File: config.mk
export PLATFORM = sky130hd
export DESIGN_NAME = phy_rx_deframe
export DESIGN_NICKNAME = d
export VERILOG_FILES = /design/src/rtl/phy_rx_deframe.sv
export SDC_FILE = /design/constraint.sdc
export NUM_CORES = 1
export LEC_CHECK = 0
export BUFFER_PORTS_ARGS = -buffer_cell sky130_fd_sc_hd__clkbuf_2
export CAP_MARGIN = 0
export CORE_AREA = 2 2 100 102
export CTS_BUF_LIST = sky130_fd_sc_hd__clkbuf_8
export DETAILED_ROUTE_END_ITERATION = 10
export DIE_AREA = 0 0 102 104
export PLACE_DENSITY_LB_ADDON = 0.3
export SLEW_MARGIN = 20
export SYNTH_ARGS = -nofsm -noshare
export SYNTH_HDL_FRONTEND = slang
export SYNTH_SLANG_ARGS = --single-unit
File: constraint.sdc
create_clock -name clk_i -period 2.8 [get_ports clk_i]
set_input_delay 0.14 -clock clk_i [delete_from_list [all_inputs] [get_ports clk_i]]
set_output_delay 0.14 -clock clk_i [all_outputs]
set_load 0.05 [all_outputs]
File: src/rtl/phy_rx_deframe.sv
// Receive deframer: strips STP/SDP..END/EDB framing from 32-bit lane-merged symbol words
// and re-aligns payload bytes onto an AXIS stream toward the DLL receive FIFO.

package phy_rx_deframe_pkg;
  typedef enum logic [2:0] {
    RateGen1 = 3'd0,
    RateGen2 = 3'd1,
    RateGen3 = 3'd2,
    RateGen4 = 3'd3,
    RateGen5 = 3'd4
  } rate_speed_e;
endpackage

module phy_rx_deframe
  import phy_rx_deframe_pkg::*;
#(
  parameter int unsigned DATA_WIDTH    = 32,
  parameter int unsigned KEEP_WIDTH    = DATA_WIDTH / 8,
  parameter int unsigned USER_WIDTH    = 5,
  parameter int unsigned MAX_TLP_WORDS = 1040
) (
  input  logic                  clk_i,
  input  logic                  rst_i,
  input  rate_speed_e           curr_data_rate_i,
  input  logic [DATA_WIDTH-1:0] data_i,
  input  logic [KEEP_WIDTH-1:0] data_k_i,
  input  logic                  data_valid_i,
  output logic [DATA_WIDTH-1:0] m_axis_tdata,
  output logic [KEEP_WIDTH-1:0] m_axis_tkeep,
  output logic                  m_axis_tvalid,
  output logic                  m_axis_tlast,
  output logic [USER_WIDTH-1:0] m_axis_tuser,
  output logic                  framing_err_o,
  output logic [15:0]           err_count_o
);

  localparam int unsigned CntW = $clog2(MAX_TLP_WORDS + 1);
  localparam logic [7:0] SymStp = 8'hFB;
  localparam logic [7:0] SymSdp = 8'h5C;
  localparam logic [7:0] SymEnd = 8'hFD;
  localparam logic [7:0] SymEdb = 8'hFE;

  typedef enum logic [1:0] {StIdle, StDllpBody, StTlpBody} state_e;

  state_e          r_state;
  logic [23:0]     r_hold;
  logic [CntW-1:0] r_cnt;
  logic [15:0]     r_tail;
  logic            r_tail_pending;
  logic            r_tail_err;
  logic            r_tail_dllp;
  logic [15:0]     r_err_cnt;

  logic [7:0]  w_b [4];
  logic        w_rate_ok;
  logic        w_start_stp;
  logic        w_start0;
  logic        w_start_mis;
  logic        w_end;
  logic        w_body_err;
  logic        w_in_dllp;
  logic [15:0] w_err_cnt_inc;

  always_comb begin
    for (int i = 0; i < 4; i++) begin
      w_b[i] = data_i[8*i +: 8];
    end
    w_start_mis = 1'b0;
    for (int i = 1; i < 4; i++) begin
      if (data_k_i[i] && (w_b[i] == SymStp || w_b[i] == SymSdp)) begin
        w_start_mis = 1'b1;
      end
    end
  end

  assign w_rate_ok   = (curr_data_rate_i == RateGen1) || (curr_data_rate_i == RateGen2);
  assign w_start_stp = data_k_i[0] && (w_b[0] == SymStp);
  assign w_start0    = w_start_stp || (data_k_i[0] && (w_b[0] == SymSdp));
  assign w_end       = (data_k_i == 4'b1000) && (w_b[3] == SymEnd || w_b[3] == SymEdb);
  assign w_in_dllp   = (r_state == StDllpBody);
  // A DLLP has exactly one body word (the END word); a TLP may not run to its word limit.
  assign w_body_err  = (|data_k_i) || w_in_dllp || (r_cnt == CntW'(MAX_TLP_WORDS - 1));
  assign w_err_cnt_inc = (r_err_cnt == 16'hFFFF) ? r_err_cnt : r_err_cnt + 16'd1;

  assign err_count_o = r_err_cnt;

  always_ff @(posedge clk_i or negedge rst_i) begin
    if (!rst_i) begin
      r_state        <= StIdle;
      r_hold         <= '0;
      r_cnt          <= '0;
      r_tail         <= '0;
      r_tail_pending <= 1'b0;
      r_tail_err     <= 1'b0;
      r_tail_dllp    <= 1'b0;
      r_err_cnt      <= '0;
      m_axis_tdata   <= '0;
      m_axis_tkeep   <= '0;
      m_axis_tvalid  <= 1'b0;
      m_axis_tlast   <= 1'b0;
      m_axis_tuser   <= '0;
      framing_err_o  <= 1'b0;
    end else begin
      m_axis_tdata   <= '0;
      m_axis_tkeep   <= '0;
      m_axis_tvalid  <= 1'b0;
      m_axis_tlast   <= 1'b0;
      m_axis_tuser   <= '0;
      framing_err_o  <= 1'b0;
      r_tail_pending <= 1'b0;

      // Start words never emit, so the tail slot cannot collide with new output.
      if (r_tail_pending) begin
        m_axis_tvalid <= 1'b1;
        m_axis_tdata  <= {16'h0000, r_tail};
        m_axis_tkeep  <= 4'b0011;
        m_axis_tlast  <= 1'b1;
        m_axis_tuser  <= {{(USER_WIDTH - 2){1'b0}}, r_tail_err, r_tail_dllp};
      end

      if (!w_rate_ok) begin
        r_state <= StIdle;
      end else if (data_valid_i) begin
        unique case (r_state)
          StIdle: begin
            if (w_start0) begin
              r_state <= w_start_stp ? StTlpBody : StDllpBody;
              r_hold  <= data_i[31:8];
              r_cnt   <= CntW'(1);
            end else if (w_start_mis) begin
              framing_err_o <= 1'b1;
              r_err_cnt     <= w_err_cnt_inc;
            end
          end
          default: begin
            if (w_start0 || (!w_end && w_body_err)) begin
              m_axis_tvalid <= 1'b1;
              m_axis_tdata  <= {8'h00, r_hold};
              m_axis_tkeep  <= 4'b0111;
              m_axis_tlast  <= 1'b1;
              m_axis_tuser  <= {{(USER_WIDTH - 2){1'b0}}, 1'b1, w_in_dllp};
              framing_err_o <= 1'b1;
              r_err_cnt     <= w_err_cnt_inc;
              if (w_start0) begin
                r_state <= w_start_stp ? StTlpBody : StDllpBody;
                r_hold  <= data_i[31:8];
                r_cnt   <= CntW'(1);
              end else begin
                r_state <= StIdle;
              end
            end else if (w_end) begin
              m_axis_tvalid  <= 1'b1;
              m_axis_tdata   <= {w_b[0], r_hold};
              m_axis_tkeep   <= 4'b1111;
              m_axis_tuser   <= {{(USER_WIDTH - 1){1'b0}}, w_in_dllp};
              r_tail         <= data_i[23:8];
              r_tail_pending <= 1'b1;
              r_tail_err     <= (w_b[3] == SymEdb);
              r_tail_dllp    <= w_in_dllp;
              r_state        <= StIdle;
            end else begin
              m_axis_tvalid <= 1'b1;
              m_axis_tdata  <= {w_b[0], r_hold};
              m_axis_tkeep  <= 4'b1111;
              r_hold        <= data_i[31:8];
              r_cnt         <= r_cnt + CntW'(1);
            end
          end
        endcase
      end
    end
  end

endmodule

==> impl_metrics.toml, run 1 <==
[status]
run_status = "completed"

[detailed_routing]
drt_first_pass_iters = 4
avgViaCountPerCell = 5.13
drc = 0
routed-via-count = 3250
wl_per_cell_um = 15.2
count_of_nets_left_with_antenna_violations_after_detail_routing = 0
routed_wl_mm = 9.61
iter_0_drt_violations = 171

[worst_setup_path]
path_buf_inv = 0
crit_path_max_fo = 14
worst-path-stages = 6
worst-endpoint-arrival_ps = 2620
timing.critical_path.from_type = "register"
worst_path_largest_cell_delay_ps = 540
endpoint_kind = "register"
crit_path_top_delay_cell = "a21boi_2"
worstRegToRegCells = 6
criticalPathCategory = "register to register"
required_arrival_time_at_the_worst_endpoint_ps = 3060
cp_top_delay_family = "simple AND/OR/NAND/NOR gates"
timing.critical_path.cells = "nor4b_1 -> nand3_1 -> nand2_1 -> nand3_1 -> a21boi_2 -> mux2_2"
cp_most_frequent_cell = "nand3_1"

[clock_network]
cts_sinks = 111
clock_tree_root_buffer_cell = "clkbuf_8"
cts_buffers = 9
tritoncts = "yes"
clock_path_buffers = 2
clk_latency_ps = 370
cts_h_tree_depth = 3
cts.clk_slew.worst_paths_ps = 110

[yosys]
yosysWarnings = 0
asyncSetResetFlopFracSynth_pct = 100
synthDistinctLibCells = 47
synth.avg_cell_area_um2 = 11.9
synth_area_um2 = 4650
ys_ff_latch = 111
dominantRegCellSynth = "dfrtp_1"
synth_enable_flop_cells = 0
synth_cells = 389
seq_area_frac_synth_pct = 59.8

[global_routing]
grtUsageTotal_pct = 19.4
grt_antenna_before_repair = 0
grt_pass1_vias = 3344
globalRoute.totalOverflow = 0
first_pass_grt_wire_length_mm = 16.1
pin_count_of_the_biggest_net_entering_global_routing = 61

[sta]
clock.fmax_mhz = 425
slew_headroom_pct = 48.1
layout_min_cycle_time_ps = 2350
tightestPinTransition_ps = 778
finalHoldViolations = 0
total_negative_slack_ps = 0
fin_crit_sh_pct = 84.1
report.final.setup_viol = 0
post-route-worst-setup-slack_ps = 446
maxSlewViolCount = 0
unrepaired_setup_endpoints_after_global_routing = "false"
clock-skew-final_ps = 11.7

[pwr]
cell_internal_pwr_w = 0.00207
share_comb_of_total_power_pct = 4.8
fin_total_pwr_w = 0.00270
power.clock.fraction_pct = 35.5
p_sw_share_pct = 23.3
sequential_power_share_pct = 59.7
cellLeakagePower_nw = 3.01
cellPowerDensity_nw_per_um2 = 485
switching_power_w = 0.000631
ir_worst_vdd_v = 0.000272

[cells_and_area]
multi_input_comb_area_um2 = 1750
leading_cell_type_in_the_layout_fill_and_taps_excluded = "dfrtp_1"
final_core_utilization_pct = 58.4
filler_cells_inserted = 855
share_of_final_layout_standard_cells_stronger_than_drive_strength_1_pct = 33.4
layout_common_cells = "dfrtp_1, clkbuf_2, nand2_1, mux2_2, nand3_1"
num-nets-final = 540
post_layout_instance_count_excluding_filler_cells = 633
area.sequential_um2 = 2780
antenna_diodes = 0
syn_to_final_growth_pct = 20.0

[placed_design]
buffer_ports.inserted = 97
finalWeightedCongestion = 0.806
placed_cells_incl_taps = 608
pre_cts_ws_ps = 441
dp_hpwl_mm = 6.64

[die]
die_w_um = 102
initial_core_util_pct = 48.7
core.rowCount = 36
die_area_um2 = 10600
die_height_um = 104
floorplan.core_area_um2 = 9550
ioPinCount = 102

[min_path]
worst_hold_path.num_cells = 2
min_path_type = "input port to register"

[flow_run]
drv.max_cap_violation_count = 0
-- layout make-up --
type,count,share of cell area (%)
clock inverter,6,1.26
sequential,111,49.8
tap,133,2.98
multi-input combinational,255,31.4
clock buffer,9,2.22
timing repair buffer,114,11.9
inverter,5,0.337
-- final timing paths --
| kind | slack (ps) | to | start |
|---|---|---|---|
| setup / recovery | 450 | err_count_o[1] | r_cnt[4] |
| hold / removal | 20 | r_hold[20] | data_i[28] |
| hold reg to reg | 470 | m_axis_tdata[6] | r_hold[6] |
| max in group asynchronous | 1710 | r_cnt[2] | rst_i |
| min in group asynchronous | 330 | m_axis_tdata[23] | rst_i |
| setup reg to reg | 450 | err_count_o[1] | r_cnt[4] |
-- power by group through the flow --
| stage | sequential, W | combinational (W) | clock [W] |
|---|---|---|---|
| 6_report | 0.00161 | 0.000130 | 0.000960 |
| 5_1_grt | 0.00162 | 0.000146 | 0.00106 |
| 4_1_cts | 0.00161 | 0.000133 | 0.000991 |
| 3_5_place_dp | 0.00165 | 0.000123 | 0 |
| 3_3_place_gp | 0.00165 | 0.000119 | 0 |
| 2_1_floorplan | 0.00165 | 0.0000339 | 0 |
-- synth_stat cells (all sizes together), types with 2 or more instances --
master,number,area (um2)
o21ai,7,35.0
nand2,47,176
nand2b,4,25.0
and4,5,43.8
inv,5,18.8
xnor2,11,96.3
nor2b,3,18.8
ha,2,25.0
buf,12,81.3
nor4,2,12.5
nor2,16,67.6
nor4b,2,17.5
xor2,10,87.6
nor3,4,20.0
clkbuf,8,30.0
mux2i,4,40.0
or3,2,12.5
mux2,40,450
a22o,2,17.5
dfrtp,111,2780
nor3b,2,26.3
nand4,16,115
and2,20,125
and3,11,68.8
a21oi,5,25.0
nand3,25,125
-- per-stage QoR --
stage               hold WS, ps  cell area, um2
global route               12.4            5580
detailed placement          218            5280
floorplan                  -156            4650
finish                     17.5            5580
CTS                       0.459            5580
global placement            213            5280
-- sequential cells by signal, indices dropped and copies added, names as in the netlist --
register and count:
r_tail 16, m_axis_tlast 1, r_state 2, m_axis_tdata 32, m_axis_tkeep 3, m_axis_tuser 2
r_cnt 11, err_count_o 16, r_hold 24, r_tail_pending 1, r_tail_err 1, r_tail_dllp 1
framing_err_o 1
-- per-layer routing --
layer,global-route usage [%],share of wire (%),vias to the layer above
met2,30.9,49,78
met4,7.24,1.8,0
met5,0,0,-
met3,4.91,5.0,12
li1,-,-,1545
met1,25.4,44,1615
-- cell families after synthesis --
logic type,count (synthesis),synth area share (%)
mux,44,10.6
compound gates,23,3.34
xor+xnor,21,3.96
simple gates,162,19.0
fa+ha+maj,2,0.538
buf+inv,25,2.80
flops,111,59.8
other cells,1,0.0807
-- timing repair --
| action | CTS | global route |
|---|---|---|
| buffers inserted | 0 | 0 |
| endpoints found under the hold margin | 59 | 0 |
| resized for setup | 0 | 0 |
| hold buffers | 10 | 0 |
No activity file was read; power rests on OpenSTA's default activity.
==> run 2, diff against run 1 <==
==> constraint.sdc (replaced) <==
create_clock -name clk_i -period 1.95 [get_ports clk_i]
set_input_delay 0.0975 -clock clk_i [delete_from_list [all_inputs] [get_ports clk_i]]
set_output_delay 0.0975 -clock clk_i [all_outputs]
set_load 0.05 [all_outputs]
==> run 2 against run 1 <==
Hold slack worse by 5.9 ps. Design area is 9.0% higher. Flip-flop and latch count unchanged. Critical path depth is 2 higher. Sequential power is 44% higher. Total power increased by 43%. Count of clock-buffer cells in the layout increased by 2. Clock skew is 4.7 ps higher. Register-to-register slack lost 320 ps. Critical endpoint unchanged. Highest routed layer unchanged.
==> impl_metrics.toml, run 2 (synthesis gave the netlist of run 1 again) <==
[worst_setup_path]
required_arrival_time_at_the_worst_endpoint_ps = 2210
path_buf_inv = 3
crit_path_top_delay_cell = "dlygate4sd3_1"
endpoint_kind = "register"
criticalPathCategory = "input port to register"
worst_path_largest_cell_delay_ps = 540
worst-endpoint-arrival_ps = 2120
timing.critical_path.from_type = "input port"
crit_path_max_fo = 14
timing.critical_path.cells = "dlygate4sd3_1 -> clkbuf_2 -> nand3_1 -> o32ai_2 -> o2111ai_2 -> a21boi_2 -> buf_12 -> mux2_2"
cp_top_delay_family = "buffers and inverters"

[detailed_routing]
iter_0_drt_violations = 116
drt_first_pass_iters = 4
avgViaCountPerCell = 5.04
count_of_nets_left_with_antenna_violations_after_detail_routing = 0
wl_per_cell_um = 14.6
routed-via-count = 3434
drc = 0
routed_wl_mm = 9.94

[clock_network]
cts_buffers = 9
clk_latency_ps = 370
clock_path_buffers = 2
cts.clk_slew.worst_paths_ps = 100
clock_tree_root_buffer_cell = "clkbuf_8"
cts_sinks = 111
tritoncts = "yes"
cts_h_tree_depth = 3

[die]
die_height_um = 104
die_w_um = 102
floorplan.core_area_um2 = 9550
core.rowCount = 36
ioPinCount = 102
die_area_um2 = 10600
initial_core_util_pct = 48.7

[global_routing]
grt_antenna_before_repair = 0
grtUsageTotal_pct = 19.7
first_pass_grt_wire_length_mm = 16.5
globalRoute.totalOverflow = 0
pin_count_of_the_biggest_net_entering_global_routing = 44
grt_pass1_vias = 3463

[cells_and_area]
largest_register_ff_count = 32
antenna_diodes = 0
leading_cell_type_in_the_layout_fill_and_taps_excluded = "dfrtp_1"
registers.top_by_ff_count = "m_axis_tdata"
filler_cells_inserted = 773
layout_common_cells = "dfrtp_1, clkbuf_2, nand2_1, mux2_2, buf_4"
num-nets-final = 588
largestRegisters = "m_axis_tdata (32), r_hold (24)"
share_of_final_layout_standard_cells_stronger_than_drive_strength_1_pct = 40.3
syn_to_final_growth_pct = 30.8

[sta]
finalHoldViolations = 0
clock.fmax_mhz = 537
hold_ws_ps = 11.5
report.final.setup_viol = 0
fin_crit_sh_pct = 95.5
clock-skew-final_ps = 16.4
layout_min_cycle_time_ps = 1860
maxSlewViolCount = 0

[status]
run_status = "completed"

[pwr]
fin_total_pwr_w = 0.00386
cellLeakagePower_nw = 3.23
cellPowerDensity_nw_per_um2 = 635
ir_worst_vdd_v = 0.000348

[flow_run]
drv.max_cap_violation_count = 0

[min_path]
min_path_type = "input port to register"

[placed_design]
dp_hpwl_mm = 7.02
buffer_ports.inserted = 97
finalWeightedCongestion = 0.810
-- run 2: cell types whose count changed in the layout (fill, tap and decap cells not counted), sizes merged --
cell         delta
inv             -1
clkbuf          +2
clkinvlp        +2
dlygate4sd3    +15
clkinv          -1
buf            +33
bufinv          -1
-- run 2: per-layer routing --
metal,track usage [%],vias to the layer above,routed length [um]
li1,-,1645,-
met1,28.7,1703,4760
met2,29.7,82,4690
met3,3.56,4,435
met4,6.76,0,59
met5,0,-,0
-- run 2: layout make-up --
cell class | count | area (um2) | area share [%]
timing repair buffer | 162 | 1090 | 17.9
clock inverter | 5 | 41.3 | 0.679
inverter | 5 | 21.3 | 0.350
clock buffer | 11 | 151 | 2.49
tap | 133 | 166 | 2.74
multi-input combinational | 255 | 1830 | 30.0
sequential | 111 | 2790 | 45.8
-- run 2: repair_timing --
item	CTS	global route
gates cloned	0	0
setup endpoints to repair	3	38
hold buffers	24	1
setup buffers	0	0
pin swaps	0	2
endpoints found under the hold margin	56	1
gates resized for setup	1	16
-- run 2: through the flow --
stage	setup TNS (ps)	cells	utilization (%)	setup slack (ps)	instance area (um2)
after floorplan	0	391	-	9.57	4680
after global placement	-93.9	641	58.4	-61.9	5570
after detailed placement	-174	641	58.4	-54.0	5570
after CTS	0	681	62.9	4.16	6010
after global routing	-4.40	682	63.7	-4.40	6080
final	0	682	63.7	87.8	6080
-- run 2: report_power, final --
part | internal, W | switching (W)
sequential | 0.00231 | 0.00000705
combinational | 0.000107 | 0.000131
clock | 0.000544 | 0.000762
-- run 2: path summary, 6_finish.rpt --
path	from	to	slack, ps	cells past startpoint
min in group asynchronous	rst_i	r_hold[18]	220	2
setup reg to reg	r_cnt[1]	r_cnt[7]	130	8
hold reg to reg	r_hold[8]	m_axis_tdata[8]	470	2
max in group asynchronous	rst_i	r_hold[2]	1160	3
setup / recovery	data_i[30]	err_count_o[1]	90	8
hold / removal	data_i[15]	r_hold[7]	10	2
==> run 3, diff against run 2 <==
--- a/config.mk
+++ b/config.mk
@@ -7,10 +7,10 @@
 export LEC_CHECK = 0
 export BUFFER_PORTS_ARGS = -buffer_cell sky130_fd_sc_hd__clkbuf_2
 export CAP_MARGIN = 0
-export CORE_AREA = 2 2 100 102
+export CORE_AREA = 2 2 111 113
 export CTS_BUF_LIST = sky130_fd_sc_hd__clkbuf_8
 export DETAILED_ROUTE_END_ITERATION = 10
-export DIE_AREA = 0 0 102 104
+export DIE_AREA = 0 0 113 115
 export PLACE_DENSITY_LB_ADDON = 0.3
 export SLEW_MARGIN = 20
 export SYNTH_ARGS = -nofsm -noshare
==> run 3 against run 2 <==
The run now ends with DRC left. Count of clock-buffer cells in the layout down 2. Clock skew down 4.5 ps. Wire length up 6.2%. Critical path depth unchanged. Combinational power about the same. Flip-flop and latch count unchanged. Critical endpoint unchanged. Largest power group unchanged.
==> impl_metrics.toml, run 3 (synthesis gave the netlist of run 1 again) <==
[pwr]
power.clock.fraction_pct = 37.8
cell_internal_pwr_w = 0.00316
switching_power_w = 0.000954
share_comb_of_total_power_pct = 5.8
cellPowerDensity_nw_per_um2 = 664
sequential_power_share_pct = 56.4
cellLeakagePower_nw = 3.27
p_sw_share_pct = 23.2
ir_worst_vdd_v = 0.000324

[status]
run_status = "finished, violations left"
failed_checks = "DRC"

[sta]
post-route-worst-setup-slack_ps = 31.2
clock.fmax_mhz = 521
fin_crit_sh_pct = 98.4
total_negative_slack_ps = 0
maxSlewViolCount = 0
clock-skew-final_ps = 11.9
layout_min_cycle_time_ps = 1920
unrepaired_setup_endpoints_after_global_routing = "true"
hold_ws_ps = 28.1
report.final.setup_viol = 0
finalHoldViolations = 0

[clock_network]
cts.clk_slew.worst_paths_ps = 100
cts_h_tree_depth = 3
cts_buffers = 9
clk_latency_ps = 370
cts_sinks = 111
clock_tree_root_buffer_cell = "clkbuf_8"
clock_path_buffers = 2
tritoncts = "yes"

[cells_and_area]
registers.top_by_ff_count = "m_axis_tdata"
share_of_final_layout_standard_cells_stronger_than_drive_strength_1_pct = 41.9
largest_register_ff_count = 32
leading_cell_type_in_the_layout_fill_and_taps_excluded = "dfrtp_1"
num-nets-final = 593
area.sequential_um2 = 2790
filler_cells_inserted = 1056
multi_input_comb_area_um2 = 1850
final_core_utilization_pct = 52.4
antenna_diodes = 0
post_layout_instance_count_excluding_filler_cells = 701
syn_to_final_growth_pct = 33.1
layout_common_cells = "dfrtp_1, clkbuf_2, nand2_1, buf_4, mux2_2"
largestRegisters = "m_axis_tdata (32), r_hold (24)"

[worst_setup_path]
crit_path_max_fo = 14
criticalPathCategory = "input port to register"
crit_path_top_delay_cell = "dlygate4sd3_1"
worstRegToRegCells = 7
endpoint_kind = "register"
required_arrival_time_at_the_worst_endpoint_ps = 2210
timing.critical_path.cells = "dlygate4sd3_1 -> clkbuf_2 -> nand3_1 -> o32ai_2 -> o2111ai_4 -> a21boi_2 -> buf_12 -> mux2_2"
worst-endpoint-arrival_ps = 2180
worst_path_largest_cell_delay_ps = 520
timing.critical_path.from_type = "input port"

[global_routing]
grt_pass1_vias = 3505
grtUsageTotal_pct = 16.9
globalRoute.totalOverflow = 0
first_pass_grt_wire_length_mm = 17.3
pin_count_of_the_biggest_net_entering_global_routing = 60
grt_antenna_before_repair = 0

[detailed_routing]
drc = 7
drt_first_pass_iters = 11
wl_per_cell_um = 15.1
routed_wl_mm = 10.6
count_of_nets_left_with_antenna_violations_after_detail_routing = 0
avgViaCountPerCell = 4.87
iter_0_drt_violations = 207
routed-via-count = 3414

[placed_design]
placed_cells_incl_taps = 661
buffer_ports.inserted = 97
finalWeightedCongestion = 0.837
pre_cts_ws_ps = -93.9
dp_hpwl_mm = 7.49

[die]
initial_core_util_pct = 39.3
die_w_um = 113
die_area_um2 = 13000
ioPinCount = 102
floorplan.core_area_um2 = 11800
core.rowCount = 40
die_height_um = 115

[min_path]
min_path_type = "input port to register"
worst_hold_path.num_cells = 2

[flow_run]
drv.max_cap_violation_count = 0
-- run 3: cell types whose count changed in the layout (fill, tap and decap cells not counted), moves of 2 or more --
cell and change:
bufinv_16 +2, buf_4 +8, clkbuf_8 -2, dlygate4sd3_1 -4
-- run 3: metal layers --
layer | wire length, um | part of all wire (%) | global-route usage [%]
met1 | 4830 | 46 | 23.1
met2 | 5060 | 48 | 26.3
met3 | 516 | 4.9 | 4.53
met4 | 147 | 1.4 | 5.77
met5 | 0 | 0 | 0
-- run 3: power by group through the flow --
stage                     Sequential (W)  Clock, W  Combinational [W]
after floorplan                  0.00237         0          0.0000495
after global placement           0.00236         0           0.000199
after detailed placement         0.00236         0           0.000203
after CTS                        0.00232   0.00160           0.000238
after global routing             0.00232   0.00170           0.000266
final                            0.00232   0.00155           0.000239
-- run 3: critical path, delay by kind of cell --
kind,cells,cell delay [ps]
compound gates,3,790
buf+inv,3,780
mux,1,320
simple gates,1,170
-- run 3: final timing paths --
path	from	to	slack, ps
setup / recovery	data_i[30]	err_count_o[1]	30
hold / removal	data_i[8]	r_hold[0]	30
setup reg to reg	r_cnt[1]	r_cnt[8]	80
hold reg to reg	r_hold[6]	m_axis_tdata[6]	470
max in group asynchronous	rst_i	err_count_o[6]	1080
min in group asynchronous	rst_i	m_axis_tkeep[1]	180
-- run 3: layout make-up --
| cell class | instances | area share (%) |
|---|---|---|
| inverters | 5 | 0.303 |
| clock buffers | 9 | 2.00 |
| well taps | 147 | 2.97 |
| clock inverters | 7 | 1.68 |
| multi-input cells | 255 | 29.9 |
| flip-flops and latches | 111 | 45.0 |
| repair buffers | 167 | 18.1 |
-- run 3: timing repair --
action	4_1_cts	5_1_grt
hold buffers	21	0
pin swaps	0	10
hold endpoints to repair	53	0
setup endpoints to repair	5	53
buffers inserted	0	4
gates resized for setup	1	19
-- run 3: metrics by stage --
step	instance area [um2]	power (W)
floorplan	4680	0.00242
global placement	5620	0.00256
detailed placement	5620	0.00257
CTS	6060	0.00416
global route	6190	0.00429
finish	6190	0.00411
